File: config.mk
export PLATFORM = sky130hd
export DESIGN_NAME = csi_pll_supervisor
export DESIGN_NICKNAME = d
export VERILOG_FILES = /design/src/rtl/csi_pll_supervisor.sv
export SDC_FILE = /design/constraint.sdc
export NUM_CORES = 1
export LEC_CHECK = 0
export BUFFER_PORTS_ARGS = -buffer_cell sky130_fd_sc_hd__buf_2
export CORE_MARGIN = 2
export CORE_UTILIZATION = 40
export DETAILED_ROUTE_END_ITERATION = 6
export PLACE_DENSITY = 0.67
export SYNTH_ARGS = -nofsm -noshare
export SYNTH_HDL_FRONTEND = slang
export SYNTH_SLANG_ARGS = --single-unit
File: constraint.sdc
create_clock -name clkin -period 9.2 [get_ports clkin]
set_input_delay 0.92 -clock clkin [delete_from_list [all_inputs] [get_ports clkin]]
set_output_delay 0.92 -clock clkin [all_outputs]
set_load 0.01 [all_outputs]
File: src/rtl/csi_pll_supervisor.sv
`timescale 1ns/1ps
// Clock/reset supervisor for the CSI receive PLL: reset sequencing, lock debounce,
// byte-clock frequency check and per-lane reset release. Optional: CSI_PLL_REMEASURE_EN.
module csi_pll_supervisor #(
  parameter int unsigned LANES           = 2,
  parameter int unsigned DESER_WIDTH     = 8,
  parameter int unsigned RST_HOLD_CYC    = 16,
  parameter int unsigned LOCK_STABLE_CYC = 1024,
  parameter int unsigned LOCK_TIMEOUT    = 65535,
  parameter int unsigned MEAS_WIN        = 1024,
  parameter int unsigned EXP_CNT         = 512,
  parameter int unsigned TOL             = 8,
  parameter int unsigned MAX_RETRY       = 7
) (
  input  logic             clkin,
  input  logic             reset,
  input  logic             pll_lock,
  input  logic             div_toggle,
  output logic             pll_reset,
  output logic [LANES-1:0] lane_rst,
  output logic             ready,
  output logic             fail,
  output logic [3:0]       retry_cnt,
  output logic [15:0]      meas_cnt,
  output logic [2:0]       state,
  output logic [3:0]       cfg_width
);

  typedef enum logic [2:0] {
    ST_RESET_PLL  = 3'd0,
    ST_WAIT_LOCK  = 3'd1,
    ST_MEASURE    = 3'd2,
    ST_RELEASE    = 3'd3,
    ST_RUN        = 3'd4,
    ST_FAIL       = 3'd5
  } state_e;

  localparam logic [15:0] HOLD_LAST    = 16'(RST_HOLD_CYC - 1);
  localparam logic [15:0] STABLE_LAST  = 16'(LOCK_STABLE_CYC - 1);
  localparam logic [15:0] TIMEOUT_LAST = 16'(LOCK_TIMEOUT - 1);
  localparam logic [15:0] WIN_LAST     = 16'(MEAS_WIN - 1);
  localparam logic [15:0] LANE_LAST    = 16'(LANES - 1);
  localparam logic [15:0] EXP16        = 16'(EXP_CNT);
  localparam logic [15:0] TOL16        = 16'(TOL);
  localparam logic [3:0]  MAX_RETRY4   = 4'(MAX_RETRY);

  state_e      state_q, state_d;
  logic [1:0]  lock_sync_q, tog_sync_q;
  logic        tog_prev_q;
  logic [15:0] cnt_q, cnt_d;
  logic [15:0] stable_q, stable_d;
  logic [15:0] edge_cnt_q, edge_cnt_d;
  logic [3:0]  retry_q, retry_d;
  logic [15:0] meas_q, meas_d;

  logic        lock_s, tog_edge, in_tol, do_retry;
  logic [15:0] edge_sum, diff;

  assign lock_s   = lock_sync_q[1];
  assign tog_edge = tog_sync_q[1] ^ tog_prev_q;
  assign edge_sum = (tog_edge && edge_cnt_q != 16'hFFFF) ? edge_cnt_q + 16'd1 : edge_cnt_q;
  assign diff     = (edge_sum >= EXP16) ? edge_sum - EXP16 : EXP16 - edge_sum;
  assign in_tol   = diff <= TOL16;

  // NOTE: state registers use non-blocking assignments so every flop samples pre-edge values.
  always_ff @(posedge clkin) begin
    if (reset) begin
      state_q     <= ST_RESET_PLL;
      lock_sync_q <= '0;
      tog_sync_q  <= '0;
      tog_prev_q  <= 1'b0;
      cnt_q       <= '0;
      stable_q    <= '0;
      edge_cnt_q  <= '0;
      retry_q     <= '0;
      meas_q      <= '0;
    end else begin
      state_q     <= state_d;
      lock_sync_q <= {lock_sync_q[0], pll_lock};
      tog_sync_q  <= {tog_sync_q[0], div_toggle};
      tog_prev_q  <= tog_sync_q[1];
      cnt_q       <= cnt_d;
      stable_q    <= stable_d;
      edge_cnt_q  <= edge_cnt_d;
      retry_q     <= retry_d;
      meas_q      <= meas_d;
    end
  end

  // NOTE: every variable gets a default before the case so no path can infer a latch.
  always_comb begin
    state_d    = state_q;
    cnt_d      = cnt_q + 16'd1;
    stable_d   = '0;
    edge_cnt_d = edge_sum;
    retry_d    = retry_q;
    meas_d     = meas_q;
    do_retry   = 1'b0;
    unique case (state_q)
      ST_RESET_PLL: if (cnt_q == HOLD_LAST) state_d = ST_WAIT_LOCK;
      ST_WAIT_LOCK: begin
        stable_d = lock_s ? stable_q + 16'd1 : 16'd0;
        if (lock_s && stable_q == STABLE_LAST) state_d = ST_MEASURE;
        else if (cnt_q == TIMEOUT_LAST)        do_retry = 1'b1;
      end
      ST_MEASURE: begin
        if (!lock_s) do_retry = 1'b1;
        else if (cnt_q == WIN_LAST) begin
          meas_d = edge_sum;
          if (in_tol) state_d = ST_RELEASE;
          else        do_retry = 1'b1;
        end
      end
      ST_RELEASE: begin
        if (!lock_s)                 do_retry = 1'b1;
        else if (cnt_q == LANE_LAST) state_d = ST_RUN;
      end
      ST_RUN: begin
        // Lock loss here is a recovery, not a failed attempt: retry_cnt is left alone.
        if (!lock_s) state_d = ST_RESET_PLL;
`ifdef CSI_PLL_REMEASURE_EN
        else if (cnt_q == WIN_LAST) begin
          meas_d     = edge_sum;
          cnt_d      = '0;
          edge_cnt_d = '0;
          if (!in_tol) do_retry = 1'b1;
        end
`endif
      end
      ST_FAIL: cnt_d = cnt_q;
      default: state_d = ST_RESET_PLL;
    endcase

    if (do_retry) begin
      retry_d = (retry_q == 4'hF) ? 4'hF : retry_q + 4'd1;
      state_d = (retry_d >= MAX_RETRY4) ? ST_FAIL : ST_RESET_PLL;
    end
    // Each state starts with fresh cycle, debounce and edge counters.
    if (state_d != state_q) begin
      cnt_d      = '0;
      stable_d   = '0;
      edge_cnt_d = '0;
    end
  end

  always_comb begin
    lane_rst = '1;
    if (state_q == ST_RELEASE) begin
      for (int j = 0; j < LANES; j++) lane_rst[j] = 16'(j) > cnt_q;
    end else if (state_q == ST_RUN) begin
      lane_rst = '0;
    end
  end

  assign pll_reset = (state_q == ST_RESET_PLL) || (state_q == ST_FAIL);
  assign ready     = state_q == ST_RUN;
  assign fail      = state_q == ST_FAIL;
  assign retry_cnt = retry_q;
  assign meas_cnt  = meas_q;
  assign state     = state_q;
  assign cfg_width = 4'(DESER_WIDTH);

endmodule
== Word-level counts from Yosys, hierarchy flattened ==
Cells that the tools add are included.
Storage, ports and cells
  bits in registers: 76
  input bits: 4
  output and inout bits: 32
  word-level logic and storage cells: 66
Cells by class
  add/subtract/negate cells: 6
  magnitude comparators: 5
  equality and inequality tests: 13
  mux-type cells: 23
  bitwise operators: 3
  reduce and logical (&&, ||, !) cells: 7
Operator list (number)
  $add A16 B1 Y16 const B: 3
  $eq A16 B10 Y1 const B: 2
  $gt A1 B16 Y1 const A: 2
  $mux W16: 2
  $mux W3: 10
  $pmux W3 S6: 1
  $eq A16 B1 Y1 const B: 1
  $eq A16 B16 Y1 const B: 1
  $eq A16 B4 Y1 const B: 1
  $ge A16 B10 Y1 const B: 1
  $le A16 B4 Y1 const B: 1
  $ne A16 B16 Y1 const B: 1
  $sub A10 B16 Y16 const A: 1
  $sub A16 B10 Y16 const B: 1
  $eq A3 B2 Y1 const B: 2
  $eq A3 B3 Y1 const B: 2
  $mux W1: 6
  $add A4 B1 Y4 const B: 1
  $eq A4 B4 Y1 const B: 1
  $ge A4 B3 Y1 const B: 1
  $mux W2: 2
  $mux W4: 1
  $reduce_or A4 Y1: 1
  $eq A3 B1 Y1 const B: 1
  other kinds (9): 11

== Logic depth before layout (Yosys ltp) ==
  word-level depth: 13
  depth in mapped cells: 14
  gate-level depth less buffers: 13

== Worst setup path after synthesis ==
Ideal clock, no wire load.
  path type: register -> register
  from: register edge_cnt_q[0]
  to: register stable_q[10]
  library setup time: 0.074 ns
  data arrival time: 3.231 ns
  data required time: 9.126 ns
  slack: 5.895 ns
  cell stages (with the launch flop): 15
  buffers on the path: 1
  period minus slack after synthesis: 3.305 ns
  path through: dfxtp_1 -> ha_1 -> nand3_2 -> nor3_2 -> and3_1 -> nand2_1 -> xor2_1 -> ha_1 -> a41o_1 -> o31ai_1 -> nand4_1 -> o211ai_2 -> o211ai_2 -> buf_6 -> nor3_2
On the way
  cells in the longest elaborated chain, start to end: 13
  elaborated cells on any way between the ends: 20
  classes of those cells: 3 x add/sub; 2 x order compare; 2 x eq/ne; 11 x mux; 2 x reduce/logical
RTL lines
  from (decl): line 52  | logic [15:0] edge_cnt_q, edge_cnt_d;
  from (signal assigned): line 84  | edge_cnt_q <= edge_cnt_d;
  parallel branches: the longest is 2 deep, another holds $add A16 B1 Y16
  $mux W16 (*): line 61  | assign edge_sum = (tog_edge && edge_cnt_q != 16'hFFFF) ? edge_cnt_q + 16'd1 : edge_cnt_q;
  $sub A10 B16 Y16 (tied with other cells): line 62  | assign diff = (edge_sum >= EXP16) ? edge_sum - EXP16 : EXP16 - edge_sum;
  $mux W16 (*): line 62
  $le A16 B4 Y1 (*): line 63  | assign in_tol = diff <= TOL16;
  $mux W3 / $mux W1 (equally long branches): line 110  | if (in_tol) state_d = ST_RELEASE;
  $mux W3 / $mux W1 (equally long branches): line 108  | else if (cnt_q == WIN_LAST) begin
  $mux W3 / $mux W1 (equally long branches): line 107  | if (!lock_s) do_retry = 1'b1;
  $pmux W3 S6 / $pmux W1 S3 (equally long branches): line 99  | unique case (state_q)
  $mux W3 (*): line 134  | if (do_retry) begin
  $ne A3 B3 Y1 (*): line 139  | if (state_d != state_q) begin
  $reduce_or A4 Y1 (no source line) (*)
  to (signal assigned): line 83  | stable_q <= stable_d;
  to (decl): line 51  | logic [15:0] stable_q, stable_d;
Every way passes the cells marked *.
A chain may end at the register's enable or synchronous reset.

== Worst setup path after layout ==
  from: register edge_cnt_q[9]
  to: register stable_q[4]
Same word-level chain as after synthesis.

==> impl_metrics.env <==
export IMPL_status="finished clean"
export IMPL_period_share=0.4884
export IMPL_dieArea_um2=11640
export IMPL_finalClockSkew_ns=0.01584
export IMPL_first_iter_violations=315
export IMPL_cts_sinks=76
export IMPL_io_pins=36
export IMPL_vias_per_cell=5.561
export IMPL_setup_viol=0
export IMPL_synth_xor_area_share=0.09507
export IMPL_start_util=0.4144
export IMPL_grt_max_degree=33
export IMPL_hp_start="tog_sync_q[0]"
export IMPL_ys_seq_area_frac=0.3525
export IMPL_cts_htree_levels=3
export IMPL_die_h_um=107.9
export IMPL_drv_cap=0
export IMPL_cp_arrival_ns=4.78
export IMPL_rr_startpoint="edge_cnt_q[9]"
export IMPL_slew_headroom=0.2326
export IMPL_tritoncts="built"
export IMPL_die_x_um=107.9
export IMPL_syn_avg_cell_area_um2=8.685
export IMPL_root_buffer="clkbuf_8"
export IMPL_syn_to_final_growth_pct=7.942
export IMPL_port_buffers=31
export IMPL_place_area_um2=4493
export IMPL_finalCriticalPeriod_ns=4.493
export IMPL_max_stage_delay_ns=0.63
export IMPL_grt_usage=0.1732
export IMPL_path_class="flop to flop"
export IMPL_numCtsBuffers=9
export IMPL_worstPathCellList="nand4_2, nor4_4, nor3_2, xnor2_1, inv_1, ha_1, a41o_1, o31ai_1, nand4_1, o211ai_2, o211ai_2, nor3_1"
export IMPL_finalInstanceArea_um2=4659
export IMPL_grt_pass1_vias=3362
export IMPL_synth_async_reset_ratio=0
export IMPL_ctsResizeCount=0
export IMPL_required_ns=9.48
export IMPL_synth_commonest_cells="dfxtp_1 (76), nor2_1 (43), nand2_1 (33)"
export IMPL_cp_slowest_cell="nor4_4"
export IMPL_ant_nets=0
export IMPL_synth_most_common_cell="dfxtp_1"
export IMPL_synth_area_mux_share=0.007246
export IMPL_final_max_slew_viol_count=0
export IMPL_leakage_nw=1.686
export IMPL_synthTopCellsByArea="dfxtp_1 (35%), nor3_2 (7.2%), xor2_1 (5.7%), nor2_1 (3.7%), nor3_1 (3.6%)"
export IMPL_dr_total_vias=3620
export IMPL_cp_start_kind="flop"
export IMPL_gp_congestion=0.8559
export IMPL_synth_compound_area_share=0.1388
export IMPL_drcViolationCount=0
export IMPL_hold_depth=1
export IMPL_hold_end="tog_sync_q[1]"
export IMPL_netlist_area_um2=4317
export IMPL_nNetsFinal=520
export IMPL_vdd_ir_drop_max_mv=0.06142
export IMPL_yosys_area_share_simple=0.3377
export IMPL_synthFlopType="dfxtp_1"
export IMPL_final_setup_tns_ns=0
export IMPL_rsz0062_at_grt="false"
export IMPL_postCtsHoldBufs=0
export IMPL_antenna_found_initial=0
export IMPL_wl_per_cell_um=14.53
export IMPL_clock_tree_buffer_depth=2
export IMPL_yosysWarnings=0
export IMPL_synth_edf_count=0
export IMPL_path_max_fanout=16
export IMPL_max_freq_mhz=222.6
export IMPL_layout_drive_gt1_share=0.1864
export IMPL_wl_um=9457
export IMPL_std_cell_rows=37
export IMPL_hold_viol_final=0
export IMPL_grt_overflow_total=0
export IMPL_cp_common_cell="o211ai_2"
export IMPL_power_density_nw_per_um2=149.3
export IMPL_worst_slew_pin_slew_ns=1.148
export IMPL_dr_pass1_iters=5
export IMPL_synthAdderAreaFrac=0.01739
export IMPL_clk_latency_ns=0.37
export IMPL_postCtsSetupBuffers=0
export IMPL_hp_class="flop to flop"
export IMPL_rr_endpoint="stable_q[4]"
export IMPL_end_kind="flop"
export IMPL_rrSetupSlack_ns=4.71
export IMPL_final_core_util=0.4473
export IMPL_synth_top_cell_area_share=0.3525
export IMPL_synth_top_family_by_area="simple AND/OR/NAND/NOR gates"
export IMPL_synth_seq_cells=76
export IMPL_synth_cells=497
export IMPL_coreArea_um2=10420
export IMPL_dp_hpwl_um=6781
export IMPL_clk_pin_slew_ns=0.08
export IMPL_fillCellCount=1020
export IMPL_r2r_cells=12
export IMPL_diodes=0
export IMPL_synth_area_leader_cell="dfxtp_1"
export IMPL_grt_pass1_wl_um=16050
export IMPL_yosysUniqueCellTypes=69
## cells by family after synthesis
logic type | count (synthesis)
compound gates | 82
xor+xnor | 46
fa+ha+maj | 6
buf+inv | 41
flops | 76
mux | 3
other cells | 2
simple gates | 241
## cell usage in the layout, fill, tap and decap left out, drive strengths merged, types with 3 or more instances in the layout
cell	synthesis	layout
inv	10	11
o21ai	13	13
and2	4	4
nor3	62	62
o211ai	6	6
nor2b	9	9
o2bb2ai	4	4
xor2	29	29
ha	6	6
nand3	25	25
a211oi	16	16
nor3b	3	3
and3	12	12
dfxtp	76	76
buf	18	31
clkinv	0	3
xnor2	17	17
nand4	18	18
nor2	43	43
nand2b	4	4
nand2	33	33
a21oi	18	18
clkbuf	13	10
and4	4	4
nor4	10	10
conb	2	4
## per-layer routing
metal  GRT usage  vias up  wire length [um]
li1            -     1831                 -
met1      0.2403     1720              4892
met2      0.2655       60              4127
met3     0.03814        9               339
met4     0.05769        0                97
met5           0        -                 0
## layout make-up
class,instances,area (um^2),share of cell area
timing repair buffer,31,155.1,0.03330
multi-input combinational,382,2609,0.5599
tap,136,170.2,0.03652
clock buffer,10,127.6,0.02739
clock inverter,6,38.79,0.008324
sequential,76,1521,0.3265
inverter,10,37.54,0.008056
## where the power goes
part	internal (mW)	switching, mW	total [mW]
Clock	0.0974	0.128	0.225
Combinational	0.0436	0.0663	0.110
Sequential	0.341	0.0197	0.360
Total	0.482	0.214	0.695
## registers in the layout, summed over array words and instances (netlist names)
signal       flops
cnt_q           16
edge_cnt_q      16
meas_cnt        16
stable_q        16
retry_cnt        4
state            3
lock_sync_q      2
tog_sync_q       2
tog_prev_q       1
## worst max-delay path, delay by kind of cell (launching register included)
family,cells,cell delay (ns)
buf+inv,1,0.13
xor+xnor,1,0.37
fa+ha+maj,1,0.29
flops,1,0.59
compound gates,4,1.44
simple gates,5,1.57
## worst max path at each step
stage,endpoint,startpoint,slack (ns)
global placement,stable_q[2],edge_cnt_q[9],4.95
global route,stable_q[2],edge_cnt_q[9],4.37
detailed placement,stable_q[4],edge_cnt_q[9],4.82
floorplan,stable_q[10],edge_cnt_q[0],5.90
CTS,stable_q[4],edge_cnt_q[9],4.76
finish,stable_q[4],edge_cnt_q[9],4.71
## stage by stage
stage	setup slack [ns]	power, mW	cells	hold WS (ns)
CTS	4.763	0.6989	651	0.4630
detailed placement	4.817	0.4766	635	0.4314
floorplan	5.895	0.4559	499	0.4138
finish	4.707	0.6955	651	0.4637
global route	4.375	0.7330	651	0.4742
global placement	4.948	0.4719	635	0.4452
Note: power is estimated with default switching activity, not from simulation.
